$ cat src/rtl/conv_layer_sequencer.sv
// Layer-level controller for accelerator_core.
// Walks a conv layer as kernel-group (outer) x channel-group (inner) passes.
// For each pass it fires a start pulse and then waits for the expected number of
// psum-valid pulses plus the engine's data-end. All outputs are registered.
module conv_layer_sequencer #(
  parameter int REG_WIDTH = 32,
  parameter int CNT_WIDTH = 16
) (
  input  logic                 clk,
  input  logic                 rst,
  input  logic                 i_start,
  input  logic                 i_abort,
  input  logic [CNT_WIDTH-1:0] i_num_kgroup,
  input  logic [CNT_WIDTH-1:0] i_num_chgroup,
  input  logic [CNT_WIDTH-1:0] i_psum_per_pass,
  input  logic                 i_psum_val,
  input  logic                 i_data_end,
  output logic [REG_WIDTH-1:0] o_conf_ctrl,
  output logic [REG_WIDTH-1:0] o_conf_knx,
  output logic [REG_WIDTH-1:0] o_conf_cnt,
  output logic                 o_busy,
  output logic                 o_done
);

  typedef enum logic [2:0] {
    S_IDLE,
    S_START,
    S_RUN,
    S_NEXT,
    S_DONE
  } state_t;

  localparam logic [CNT_WIDTH:0] ONE = 1;

  state_t                 state, state_nxt;
  logic [CNT_WIDTH-1:0]   num_kg, num_kg_nxt;
  logic [CNT_WIDTH-1:0]   num_cg, num_cg_nxt;
  logic [CNT_WIDTH-1:0]   psum_lim, psum_lim_nxt;
  logic [CNT_WIDTH-1:0]   knx, knx_nxt;
  logic [CNT_WIDTH-1:0]   cnt, cnt_nxt;
  logic [CNT_WIDTH-1:0]   psum_cnt, psum_cnt_nxt;
  logic                   dend, dend_nxt;
  logic [CNT_WIDTH:0]     cnt_inc, knx_inc;
  logic [REG_WIDTH-1:0]   ctrl_nxt;

  // True when idx is the final index of a loop bounded by bound.
  function automatic logic is_last(input logic [CNT_WIDTH-1:0] idx,
                                   input logic [CNT_WIDTH-1:0] bound);
    return ({1'b0, idx} + ONE) == {1'b0, bound};
  endfunction

  assign cnt_inc = {1'b0, cnt} + ONE;
  assign knx_inc = {1'b0, knx} + ONE;

  // State register plus every counter, latched bound and registered output.
  always_ff @(posedge clk or negedge rst) begin
    if (!rst) begin
      state       <= S_IDLE;
      num_kg      <= '0;
      num_cg      <= '0;
      psum_lim    <= '0;
      knx         <= '0;
      cnt         <= '0;
      psum_cnt    <= '0;
      dend        <= 1'b0;
      o_conf_ctrl <= '0;
      o_conf_knx  <= '0;
      o_conf_cnt  <= '0;
      o_busy      <= 1'b0;
      o_done      <= 1'b0;
    end else begin
      // NOTE: non-blocking assignments here so every flop samples the values from
      // before this edge; blocking ones would make the result depend on statement order.
      state       <= state_nxt;
      num_kg      <= num_kg_nxt;
      num_cg      <= num_cg_nxt;
      psum_lim    <= psum_lim_nxt;
      knx         <= knx_nxt;
      cnt         <= cnt_nxt;
      psum_cnt    <= psum_cnt_nxt;
      dend        <= dend_nxt;
      o_conf_ctrl <= ctrl_nxt;
      o_conf_knx  <= REG_WIDTH'(knx_nxt);
      o_conf_cnt  <= REG_WIDTH'(cnt_nxt);
      o_busy      <= (state_nxt != S_IDLE);
      o_done      <= (state_nxt == S_DONE);
    end
  end

  // Next-state, loop counters and pass-completion tracking; abort overrides all.
  always_comb begin
    // NOTE: every signal gets a default before the case so no path leaves it
    // unassigned, which would otherwise infer a latch.
    state_nxt    = state;
    num_kg_nxt   = num_kg;
    num_cg_nxt   = num_cg;
    psum_lim_nxt = psum_lim;
    knx_nxt      = knx;
    cnt_nxt      = cnt;
    psum_cnt_nxt = psum_cnt;
    dend_nxt     = dend;

    case (state)
      S_IDLE: begin
        if (i_start) begin
          num_kg_nxt   = i_num_kgroup;
          num_cg_nxt   = i_num_chgroup;
          psum_lim_nxt = i_psum_per_pass;
          knx_nxt      = '0;
          cnt_nxt      = '0;
          state_nxt    = ((i_num_kgroup == '0) || (i_num_chgroup == '0)) ? S_DONE : S_START;
        end
      end
      S_START: begin
        psum_cnt_nxt = '0;
        dend_nxt     = 1'b0;
        state_nxt    = S_RUN;
      end
      S_RUN: begin
        // The psum counter saturates at the limit; a zero limit is met from the outset.
        if (i_psum_val && (psum_cnt < psum_lim)) psum_cnt_nxt = psum_cnt + 1'b1;
        if (i_data_end) dend_nxt = 1'b1;
        if ((psum_cnt_nxt == psum_lim) && dend_nxt) state_nxt = S_NEXT;
      end
      S_NEXT: begin
        if (!is_last(cnt, num_cg)) begin
          cnt_nxt   = cnt_inc[CNT_WIDTH-1:0];
          state_nxt = S_START;
        end else begin
          cnt_nxt   = '0;
          knx_nxt   = knx_inc[CNT_WIDTH-1:0];
          state_nxt = is_last(knx, num_kg) ? S_DONE : S_START;
        end
      end
      S_DONE: begin
        state_nxt = S_IDLE;
      end
      default: begin
        state_nxt = S_IDLE;
      end
    endcase

    // Abort returns to IDLE and clears state exactly as a reset would.
    if (i_abort) begin
      state_nxt    = S_IDLE;
      num_kg_nxt   = '0;
      num_cg_nxt   = '0;
      psum_lim_nxt = '0;
      knx_nxt      = '0;
      cnt_nxt      = '0;
      psum_cnt_nxt = '0;
      dend_nxt     = 1'b0;
    end
  end

  // Control word for the core: start pulse and last-channel-group flag.
  always_comb begin
    ctrl_nxt    = '0;
    ctrl_nxt[0] = (state_nxt == S_START);
    ctrl_nxt[1] = (state_nxt inside {S_START, S_RUN, S_NEXT}) && is_last(cnt_nxt, num_cg_nxt);
  end

endmodule

$ cat config.mk
export PLATFORM = sky130hd
export DESIGN_NAME = conv_layer_sequencer
export DESIGN_NICKNAME = d
export VERILOG_FILES = /design/src/rtl/conv_layer_sequencer.sv
export SDC_FILE = /design/constraint.sdc
export NUM_CORES = 1
export LEC_CHECK = 0
export BUFFER_PORTS_ARGS = -buffer_cell sky130_fd_sc_hd__buf_2
export CORE_ASPECT_RATIO = 0.5
export CORE_UTILIZATION = 46
export DETAILED_ROUTE_END_ITERATION = 7
export PLACE_DENSITY = 0.65
export SLEW_MARGIN = 10
export SYNTH_ARGS = -nofsm -noshare
export SYNTH_HDL_FRONTEND = slang
export SYNTH_SLANG_ARGS = --single-unit
$ cat constraint.sdc
create_clock -name clk -period 10.8 [get_ports clk]
set_clock_uncertainty 0.2 [all_clocks]
set_input_delay 1.08 -clock clk [delete_from_list [all_inputs] [get_ports clk]]
set_output_delay 1.08 -clock clk [all_outputs]
set_load 0.01 [all_outputs]
==> run summary, run 1 <==
Clk Latency, worst-skew pair: 0.37 ns
Commonest cells post-synth: nand2_1 (141), dfrtp_1 (104), a21oi_1 (81)
Setup Fix Bufs, Post-CTS: 0
Worst setup EP type: flip-flop
CTS tree: done
share of post-route cells with drive strength above 1: 13.70%
pwr dens: 109.2 nW/um^2
Ant. Diodes: 0
# clock sinks: 104
Synth-to-Final Area Change: 7.347%
hold_buf cts: 0
placed inst area: 8557 um^2
status: finished, final reports clean
drc violations: 0
worst-case clock buffer depth: 2
Synth Register Bits: 104
num rows: 34
Synth area leaders: dfrtp_1 (32%), nand2_1 (6.4%), buf_4 (5.8%)
clk slew on worst S/H paths: 0.08 ns
final non-filler cell area: 8866 um^2
Fill cells: 1716
setup_tns: 0 ns
Pleak: 3.980 nW
post-route ant nets: 0
RSZ-0062 raised after global routing: false
vias per cell: 5.896
Initial DRC Count: 591
Max Cap Viol: 0
fmax: 0.1798 GHz
worst-margin pin slew: 1.210 ns
Worst Hold Class: reg2reg
worst endpoint data arrival time: 5.66 ns
post-CTS resize count: 0
worst hold margin: 0.3406 ns
fin. max-slew vios: 0
Synthesis Warnings: 0
Max-slew headroom: 19.24%
number of flops mapped to enable cells by yosys: 0
vias in the first global route: 6915
Root Buffer Master: clkbuf_16
PortBufs: 89
Worst Path Max Fanout: 30
Crit. path cell count: 15
Final #Nets: 1134
startpoint types: flip-flop
global-route wire length before repair: 36430 um
Data required, critical path: 10.90 ns
I/O Pins: 152
CP endpoint: o_conf_ctrl[1]$_DFF_PN0_
Most used DFF post-synth: dfrtp_1
final setup fails: 0
Synth area leader: dfrtp_1
largest net degree at the start of global routing: 68
CTS buffer count: 9
die area: 18530 um^2
global-route usage over all layers: 24.83%
Reg2Reg Depth: 15
critical path class: reg2reg
VDD IR max: 0.07425 mV
vias after detailed routing: 7665
post-synth top area share: 31.51%
register area share after synthesis: 31.51%
routed wire length per instance: 17.37 um
Mapped Area: 8259 um^2
H-tree levels: 3
most numerous cell in the Yosys netlist: nand2_1
post-DP HPWL: 16450 um
Syn Area/Cell: 8.137 um^2
Final Wtd Congestion: 0.9078
CP bufs+invs: 0
Critical Path Start: cnt[0]$_DFF_PN0_
grt total ovfl: 0
post-layout power: 0.9684 mW
R2R setup slack: 5.24 ns
WL final: 22590 um
final worst path period need: 5.562 ns
CP peak stage delay: 0.71 ns
Final Hold Viols: 0
crit-path cells: ha_1 -> nand2_1 -> nor4_1 -> nand4_1 -> a211oi_2 -> nand4b_2 -> o21ai_1 -> nor2_1 -> ha_1 -> xnor2_1 -> o2111ai_1 -> nor4_1 -> nand4_1 -> a2111oi_2 -> o2111a_1
Post-Syn Instances: 1015
Initial Utilization: 47.24%
area of the core: 17480 um^2
Distinct cells, synth: 85
Reg-to-Reg Start: cnt[0]$_DFF_PN0_
Die W: 191.5 um
R2R Path End: o_conf_ctrl[1]$_DFF_PN0_
Die Ht: 96.75 um
FFs w/ async S/R, synth: 100.0%
slowest CP cell: nand4b_2
first-pass iteration count of the detailed router: 5
Crit path max-delay family: simple AND/OR/NAND/NOR gates
initial antenna violation count: 0
period utilization: 51.50%
==> worst min path at each step <==
stage                           startpoint                      to  slack, ns  cells after the start
floorplan           num_kg[10]$_DFFE_PN0P_  num_kg[10]$_DFFE_PN0P_       0.32                      2
global placement     num_kg[4]$_DFFE_PN0P_   num_kg[4]$_DFFE_PN0P_       0.33                      2
detailed placement  num_kg[13]$_DFFE_PN0P_  num_kg[13]$_DFFE_PN0P_       0.33                      2
CTS                 num_kg[13]$_DFFE_PN0P_  num_kg[13]$_DFFE_PN0P_       0.34                      2
global route         num_kg[1]$_DFFE_PN0P_   num_kg[1]$_DFFE_PN0P_       0.36                      2
finish              num_kg[11]$_DFFE_PN0P_  num_kg[11]$_DFFE_PN0P_       0.34                      2
==> report_power, final <==
part           internal [mW]  switching (mW)  total (mW)  leakage (nW)
logic                 0.0671           0.123       0.190          2.40
registers              0.406          0.0179       0.424          1.43
clock network          0.185           0.169       0.355         0.149
==> metal layers <==
| metal | up-vias | part of all wire [%] | global-route usage [%] |
|---|---|---|---|
| li1 | 3613 | - | - |
| met4 | 0 | 2.8 | 7.509 |
| met1 | 3699 | 46 | 34.81 |
| met5 | - | 0 | 0 |
| met2 | 308 | 45 | 38.85 |
| met3 | 45 | 6.2 | 4.499 |
==> per-stage QoR <==
stage / setup slack (ns) / util (%) / instances
5_1_grt: 4.912 / 50.71 / 1300
6_report: 5.238 / 50.71 / 1300
3_5_place_dp: 5.501 / 48.94 / 1284
3_3_place_gp: 5.608 / 48.94 / 1284
4_1_cts: 5.402 / 50.71 / 1300
2_1_floorplan: 6.673 / - / 1076
==> cells in the final DEF (no fill, tap or decap), types with 27 or more instances in the layout <==
| cell | count |
|---|---|
| xor2_1 | 32 |
| dfrtp_1 | 104 |
| a21oi_1 | 81 |
| nand2_1 | 141 |
| buf_2 | 88 |
| conb_1 | 62 |
| xnor2_1 | 48 |
| nand3_1 | 39 |
| nor2_1 | 59 |
| o21ai_0 | 49 |
| inv_1 | 27 |
==> worst min-delay path: cells and delay by family (launching register included) <==
kind	cells	cell delay, ns
flops	1	0.39
simple gates	1	0.06
compound gates	1	0.05
==> flip-flops by register name (all words and copies together), names as in the netlist <==
name / flops
o_busy: 1
num_cg: 16
psum_cnt: 16
num_kg: 16
state: 3
cnt: 16
dend: 1
knx: 16
psum_lim: 16
o_done: 1
o_conf_ctrl: 2
==> layout make-up <==
class / instances / area [um^2] / share of cell area, %
clock buffers: 9 / 225.2 / 2.540
clock inverters: 7 / 83.83 / 0.9455
inverters: 27 / 101.3 / 1.143
multi-input cells: 824 / 5067 / 57.15
flip-flops and latches: 104 / 2603 / 29.35
well taps: 234 / 292.8 / 3.302
repair buffers: 95 / 493.0 / 5.560
==> cell families after synthesis <==
| kind of cell | Yosys count | synth area share, % |
|---|---|---|
| and+or+nand+nor | 391 | 24.53 |
| AOI/OAI and AO/OA | 256 | 20.30 |
| buffers and inverters | 148 | 10.01 |
| DFF | 104 | 31.51 |
| xor gates and xnor gates | 82 | 8.968 |
| adders and majority gates | 19 | 2.878 |
| muxes | 14 | 1.757 |
| other | 1 | 0.04540 |
(Power assumes the default switching activity.)
==> inputs of run 2 (changes only) <==
Settings changed: PLACE_DENSITY 0.65 to 0.68.
Clock period 10.8 ns to 4.96 ns, I/O delays scaled along.
==> run 2 against run 1 <==
Clock power grew 100%. Non-clock buffer count is 22 higher. Sequential share of layout area fell by 0.51 points. Hold slack got worse by 0.33 ns. Cell count is 1.7% higher. Register-to-register slack got worse by 5.0 ns. Critical path type unchanged. Largest cell class unchanged. Largest power group unchanged.
==> run summary, run 2 (synthesized netlist as in run 1, its figures left out) <==
status: finished, final reports clean
CTS tree: done
H-tree levels: 3 (unchanged)
Max Cap Viol: 0 (unchanged)
Root Buffer Master: clkbuf_16
clk slew on worst S/H paths: 0.08 ns (about the same)
commonest non-fill, non-tap cell in the layout: nand2_1
# placed instances: 1304 (+1.6%)
drc violations: 0 (unchanged)
R2R setup slack: 0.27 ns (-4.97 ns)
initial antenna violation count: 0 (unchanged)
Die W: 191.5 um (unchanged)
num rows: 34 (unchanged)
final setup fails: 0 (unchanged)
setup_tns: 0 ns (unchanged)
hold_buf cts: 0 (unchanged)
Max-slew headroom: 32.55% (+13 points)
post-DP HPWL: 17910 um (+8.8%)
period utilization: 94.51% (+43 points)
Synth-to-Final Area Change: 9.256%
fin. max-slew vios: 0 (unchanged)
Crit path max-delay family: simple AND/OR/NAND/NOR gates
startpoint types: flip-flop
most frequent cells in the layout: nand2_1 (141), dfrtp_1 (104), buf_2 (88)
vias per cell: 5.828 (-1.2%)
Storage cell area: 2603 um^2 (unchanged)
global-route usage over all layers: 26.27% (+1.4 points)
worst-margin pin slew: 1.009 ns (-0.2014 ns)
CTS buffer count: 9 (unchanged)
Worst Hold Class: in2async
fmax: 0.2133 GHz (+19%)
global-route wire length before repair: 38530 um (+5.8%)
critical path class: reg2reg
die area: 18530 um^2 (unchanged)
CP bufs+invs: 1 (+1)
Clk Latency, worst-skew pair: 0.37 ns (about the same)
Reg-to-Reg Start: cnt[0]$_DFF_PN0_
vias after detailed routing: 7705 (+0.52%)
pwr dens: 229.4 nW/um^2 (+110%)
Data required, critical path: 5.06 ns (-5.84 ns)
VDD IR max: 0.1888 mV (+150%)
Die Ht: 96.75 um (unchanged)
Worst Path Max Fanout: 16 (-47%)
Final Wtd Congestion: 0.9610 (+5.9%)
grt total ovfl: 0 (unchanged)
CP peak stage delay: 0.52 ns (-0.19 ns)
Initial DRC Count: 569 (-3.7%)
largest net degree at the start of global routing: 61 (-10%)
Critical Path Start: cnt[0]$_DFF_PN0_
WL final: 23730 um (+5.1%)
PortBufs: 89 (unchanged)
RSZ-0062 raised after global routing: false
first-pass iteration count of the detailed router: 5 (unchanged)
routed wire length per instance: 17.95 um (+3.3%)
I/O Pins: 152 (unchanged)
area of the core: 17480 um^2 (unchanged)
Crit. path cell count: 13 (-2)
non-filler cells, final: 1322 (+1.7%)
Pleak: 4.087 nW (+2.7%)
share of post-route cells with drive strength above 1: 15.53% (+1.8 points)
# clock sinks: 104 (unchanged)
Fill cells: 1669 (-2.7%)
Final Hold Viols: 0 (unchanged)
slowest CP cell: dfrtp_1
worst endpoint data arrival time: 4.79 ns (-0.87 ns)
Ant. Diodes: 0 (unchanged)
worst-case clock buffer depth: 2 (unchanged)
Reg2Reg Depth: 13 (-2)
Initial Utilization: 47.24% (unchanged)
vias in the first global route: 7221 (+4.4%)
area of the multi-input gates: 5081 um^2 (+0.27%)
final worst path period need: 4.688 ns (-0.8741 ns)
post-route ant nets: 0 (unchanged)
crit-path cells: ha_1 -> nand2_1 -> nor4_2 -> mux2i_1 -> a211oi_2 -> nand4b_2 -> buf_4 -> or3b_1 -> a221oi_2 -> nand3_2 -> or4_1 -> a2111oi_2 -> o2111a_1
Final #Nets: 1156 (+1.9%)
Worst setup EP type: flip-flop
## run 2: power by group
group	switching [mW]	internal, mW	leakage, nW	total (mW)
sequential	0.0412	0.884	1.43	0.925
clock	0.370	0.353	0.144	0.723
combinational	0.272	0.150	2.52	0.422
total	0.683	1.39	4.09	2.07
## run 2: layout make-up
type / instances / area share [%]
well taps: 234 / 3.245
inverters: 27 / 1.123
repair buffers: 117 / 7.293
clock inverters: 7 / 0.6933
multi-input cells: 824 / 56.31
flip-flops and latches: 104 / 28.84
clock buffers: 9 / 2.496
## run 2: worst paths after layout
path	endpoint
min in group clk	psum_lim[6]$_DFFE_PN0P_
hold / removal	knx[1]$_DFFE_PN0P_
hold reg to reg	num_kg[11]$_DFFE_PN0P_
setup / recovery	o_conf_ctrl[1]$_DFF_PN0_
max in group asynchronous	psum_cnt[4]$_DFFE_PN0P_
setup reg to reg	o_conf_ctrl[1]$_DFF_PN0_
## run 2: through the flow
stage | hold WS (ns) | instance area [um^2] | util [%] | worst slack, ns | power, mW
2_1_floorplan | 0.0004090 | 8488 | - | 0.8326 | 1.251
4_1_cts | 0.04906 | 8995 | 51.45 | 0.3077 | 2.082
5_1_grt | 0.07319 | 9024 | 51.61 | 0.01592 | 2.175
6_report | 0.01333 | 9024 | 51.61 | 0.2722 | 2.070
3_3_place_gp | 0.3275 | 8707 | 49.80 | 0.5639 | 1.352
3_5_place_dp | 0.3343 | 8707 | 49.80 | 0.3982 | 1.359
## run 2: timing repair
item,in CTS,in global routing
gates resized for setup,0,2
endpoints found under the setup margin,0,1
setup buffers,0,2
## run 2: routing by layer
| metal | share of wire [%] | up-vias | global-route usage (%) | routed length (um) |
|---|---|---|---|---|
| li1 | - | 3662 | - | - |
| met1 | 47 | 3699 | 37.07 | 11070 |
| met2 | 46 | 297 | 41.81 | 10900 |
| met3 | 5.8 | 47 | 4.282 | 1386 |
| met4 | 1.6 | 0 | 6.532 | 375 |
| met5 | 0 | - | 0 | 0 |
==> inputs of run 3 (changes only) <==
--- a/config.mk
+++ b/config.mk
@@ -7,5 +7,5 @@
 export LEC_CHECK = 0
 export BUFFER_PORTS_ARGS = -buffer_cell sky130_fd_sc_hd__buf_2
-export CORE_ASPECT_RATIO = 0.5
+export CAP_MARGIN = 20
 export CORE_UTILIZATION = 46
 export DETAILED_ROUTE_END_ITERATION = 7
==> constraint.sdc (replaced) <==
create_clock -name clk -period 4.96 [get_ports clk]
set_clock_uncertainty 0.2 [all_clocks]
set_input_delay 0.992 -clock clk [delete_from_list [all_inputs] [get_ports clk]]
set_output_delay 0.992 -clock clk [all_outputs]
set_load 0.01 [all_outputs]
==> run 3 against run 2 <==
Hold slack better by 0.33 ns. Core utilization is 0.064 points higher. First-iteration DRC count is 23% higher. Critical path type unchanged. Critical endpoint unchanged. Largest cell class unchanged. Largest power group unchanged.
==> run summary, run 3 (synthesized netlist as in run 1, its figures left out) <==
VDD IR max: 0.2125 mV (+13%)
clk slew on worst S/H paths: 0.08 ns (about the same)
period utilization: 95.17% (+0.65 points)
R2R setup slack: 0.24 ns (-0.03 ns)
post-route ant nets: 0 (unchanged)
Max Cap Viol: 0 (unchanged)
most frequent cells in the layout: nand2_1 (141), dfrtp_1 (104), buf_2 (88)
Synth-to-Final Area Change: 8.968%
Combinational Power Share: 20.0% (-0.4 points)
initial antenna violation count: 0 (unchanged)
Final #Nets: 1153 (-0.26%)
RSZ-0062 raised after global routing: false
pwr dens: 233.7 nW/um^2 (+1.9%)
PortBufs: 89 (unchanged)
die area: 18490 um^2 (-0.18%)
I/O Pins: 152 (unchanged)
Final Wtd Congestion: 0.9367 (-2.5%)
max layer used: met4
internal cell power: 1.438 mW (+3.6%)
grt total ovfl: 0 (unchanged)
Clk Latency, worst-skew pair: 0.37 ns (about the same)
area of the core: 17420 um^2 (-0.39%)
share of post-route cells with drive strength above 1: 15.12% (-0.42 points)
routed wire length per instance: 17.40 um (-3.1%)
fmax: 0.2119 GHz (-0.69%)
global-route usage over all layers: 25.32% (-0.95 points)
met2 WL: 10100 um (-7.4%)
Die W: 136.0 um (-29%)
hold depth: 2
post-DP HPWL: 16970 um (-5.2%)
vias after detailed routing: 7576 (-1.7%)
first-pass iteration count of the detailed router: 5 (unchanged)
M1 WL: 10660 um (-3.7%)
Reg-to-Reg Start: cnt[5]$_DFF_PN0_
worst-case clock buffer depth: 2 (unchanged)
part of the power in registers: 43.9% (-0.8 points)
WL final: 22790 um (-4.0%)
worst endpoint data arrival time: 4.83 ns (+0.04 ns)
worst-margin pin slew: 0.7682 ns (-0.2405 ns)
Final Hold Viols: 0 (unchanged)
CTS buffer count: 9 (unchanged)
WHS Endpoint: num_kg[9]$_DFFE_PN0P_
Worst setup EP type: flip-flop
startpoint types: flip-flop
vias in the first global route: 6756 (-6.4%)
hold_buf cts: 0 (unchanged)
Die Ht: 136.0 um (+41%)
Root Buffer Master: clkbuf_16
R2R Path End: o_conf_ctrl[1]$_DFF_PN0_
worst hold start: num_kg[9]$_DFFE_PN0P_
Reg2Reg Depth: 15 (+2)
Max-slew headroom: 48.60% (+16 points)
drc violations: 0 (unchanged)
post-CTS resize count: 0 (unchanged)
Finished Core Util: 51.67% (+0.064 points)
CTS tree: done
fin. max-slew vios: 0 (unchanged)
num rows: 48 (+41%)
slowest CP cell: dfrtp_1
net switching power: 0.6653 mW (-2.5%)
Crit path max-delay family: simple AND/OR/NAND/NOR gates
Initial Utilization: 47.42% (+0.18 points)
switching part of the total: 31.64% (-1.3 points)
worst hold margin: 0.3393 ns (+0.3259 ns)
Pleak: 4.080 nW (-0.18%)
final worst path period need: 4.720 ns (+0.03240 ns)
# clock sinks: 104 (unchanged)
final setup fails: 0 (unchanged)
crit-path cells: nand4_2 -> buf_4 -> or3_4 -> xnor2_2 -> nor3_1 -> nand4b_2 -> o21ai_1 -> nor2_1 -> ha_1 -> xnor2_1 -> o2111ai_1 -> nor4_1 -> nand4_1 -> a2111oi_2 -> o2111a_1
CP peak stage delay: 0.52 ns (about the same)
Ant. Diodes: 0 (unchanged)
Clock Power Share: 36.1% (+1.2 points)
Setup Fix Bufs, Post-CTS: 0 (unchanged)
H-tree levels: 3 (unchanged)
critical path class: reg2reg
Worst Hold Class: reg2reg
CP bufs+invs: 1 (unchanged)
routed wl met3: 1553 um (+12%)
Initial DRC Count: 699 (+23%)
Worst Path Max Fanout: 12 (-4)
setup_tns: 0 ns (unchanged)
commonest non-fill, non-tap cell in the layout: nand2_1
vias per cell: 5.783 (-0.77%)
status: finished, final reports clean
Fill cells: 1682 (+0.78%)
Data required, critical path: 5.07 ns (about the same)
largest net degree at the start of global routing: 50 (-18%)
global-route wire length before repair: 36340 um (-5.7%)
run 3: cell count changes in the layout (fill, tap and decap cells not counted):
| cell | before | now |
|---|---|---|
| buf_4 | 29 | 25 |
| clkinv_4 | 2 | 1 |
| nor4_2 | 4 | 3 |
| a211oi_2 | 1 | 2 |
| inv_6 | 2 | 1 |
| bufinv_16 | 0 | 1 |
| nor4_1 | 13 | 14 |
| buf_8 | 0 | 1 |
| a211oi_4 | 1 | 0 |
| clkbuf_1 | 0 | 1 |
run 3: tightest hold or removal path, stage by stage (launching register included):
cell and delay (ns):
dfrtp_1 0.39, nand2_1 0.06, a21oi_1 0.05
run 3: final cells by class:
type / count / area [um^2] / area share, %
flip-flops and latches: 104 / 2603 / 28.92
multi-input cells: 824 / 5067 / 56.30
clock inverters: 6 / 75.07 / 0.8341
clock buffers: 10 / 229.0 / 2.544
inverters: 27 / 101.3 / 1.126
repair buffers: 114 / 643.1 / 7.146
well taps: 225 / 281.5 / 3.128
run 3: power by group through the flow:
stage               Sequential [mW]  Clock [mW]  Combinational [mW]
floorplan                     0.926           0               0.326
global placement              0.939           0               0.411
detailed placement            0.939           0               0.416
CTS                           0.923       0.776               0.418
global route                  0.929       0.809               0.472
finish                        0.923       0.760               0.420
run 3: how the worst max path moves through the flow:
| stage | endpoint | start | depth (start not counted) |
|---|---|---|---|
| 2_1_floorplan | o_conf_ctrl[1]$_DFF_PN0_ | cnt[1]$_DFF_PN0_ | 17 |
| 3_3_place_gp | o_conf_ctrl[1]$_DFF_PN0_ | cnt[5]$_DFF_PN0_ | 15 |
| 3_5_place_dp | o_conf_ctrl[1]$_DFF_PN0_ | cnt[5]$_DFF_PN0_ | 12 |
| 4_1_cts | o_conf_ctrl[1]$_DFF_PN0_ | cnt[5]$_DFF_PN0_ | 15 |
| 5_1_grt | o_conf_ctrl[1]$_DFF_PN0_ | cnt[5]$_DFF_PN0_ | 13 |
| 6_report | o_conf_ctrl[1]$_DFF_PN0_ | cnt[5]$_DFF_PN0_ | 15 |
run 3: per-stage QoR:
step / setup slack (ns) / cell area [um^2] / total power, mW / std cells
floorplan: 0.8326 / 8488 / 1.251 / 1076
global placement: 0.4204 / 8681 / 1.350 / 1293
detailed placement: 0.3669 / 8681 / 1.356 / 1293
CTS: 0.3247 / 8985 / 2.118 / 1309
global route: 0.03484 / 9000 / 2.210 / 1310
finish: 0.2398 / 9000 / 2.103 / 1310
run 3: metal layers:
layer	global-route usage, %	up-vias
li1	-	3653
met1	36.10	3612
met2	38.24	277
met3	4.400	34
met4	8.951	0
met5	0	-
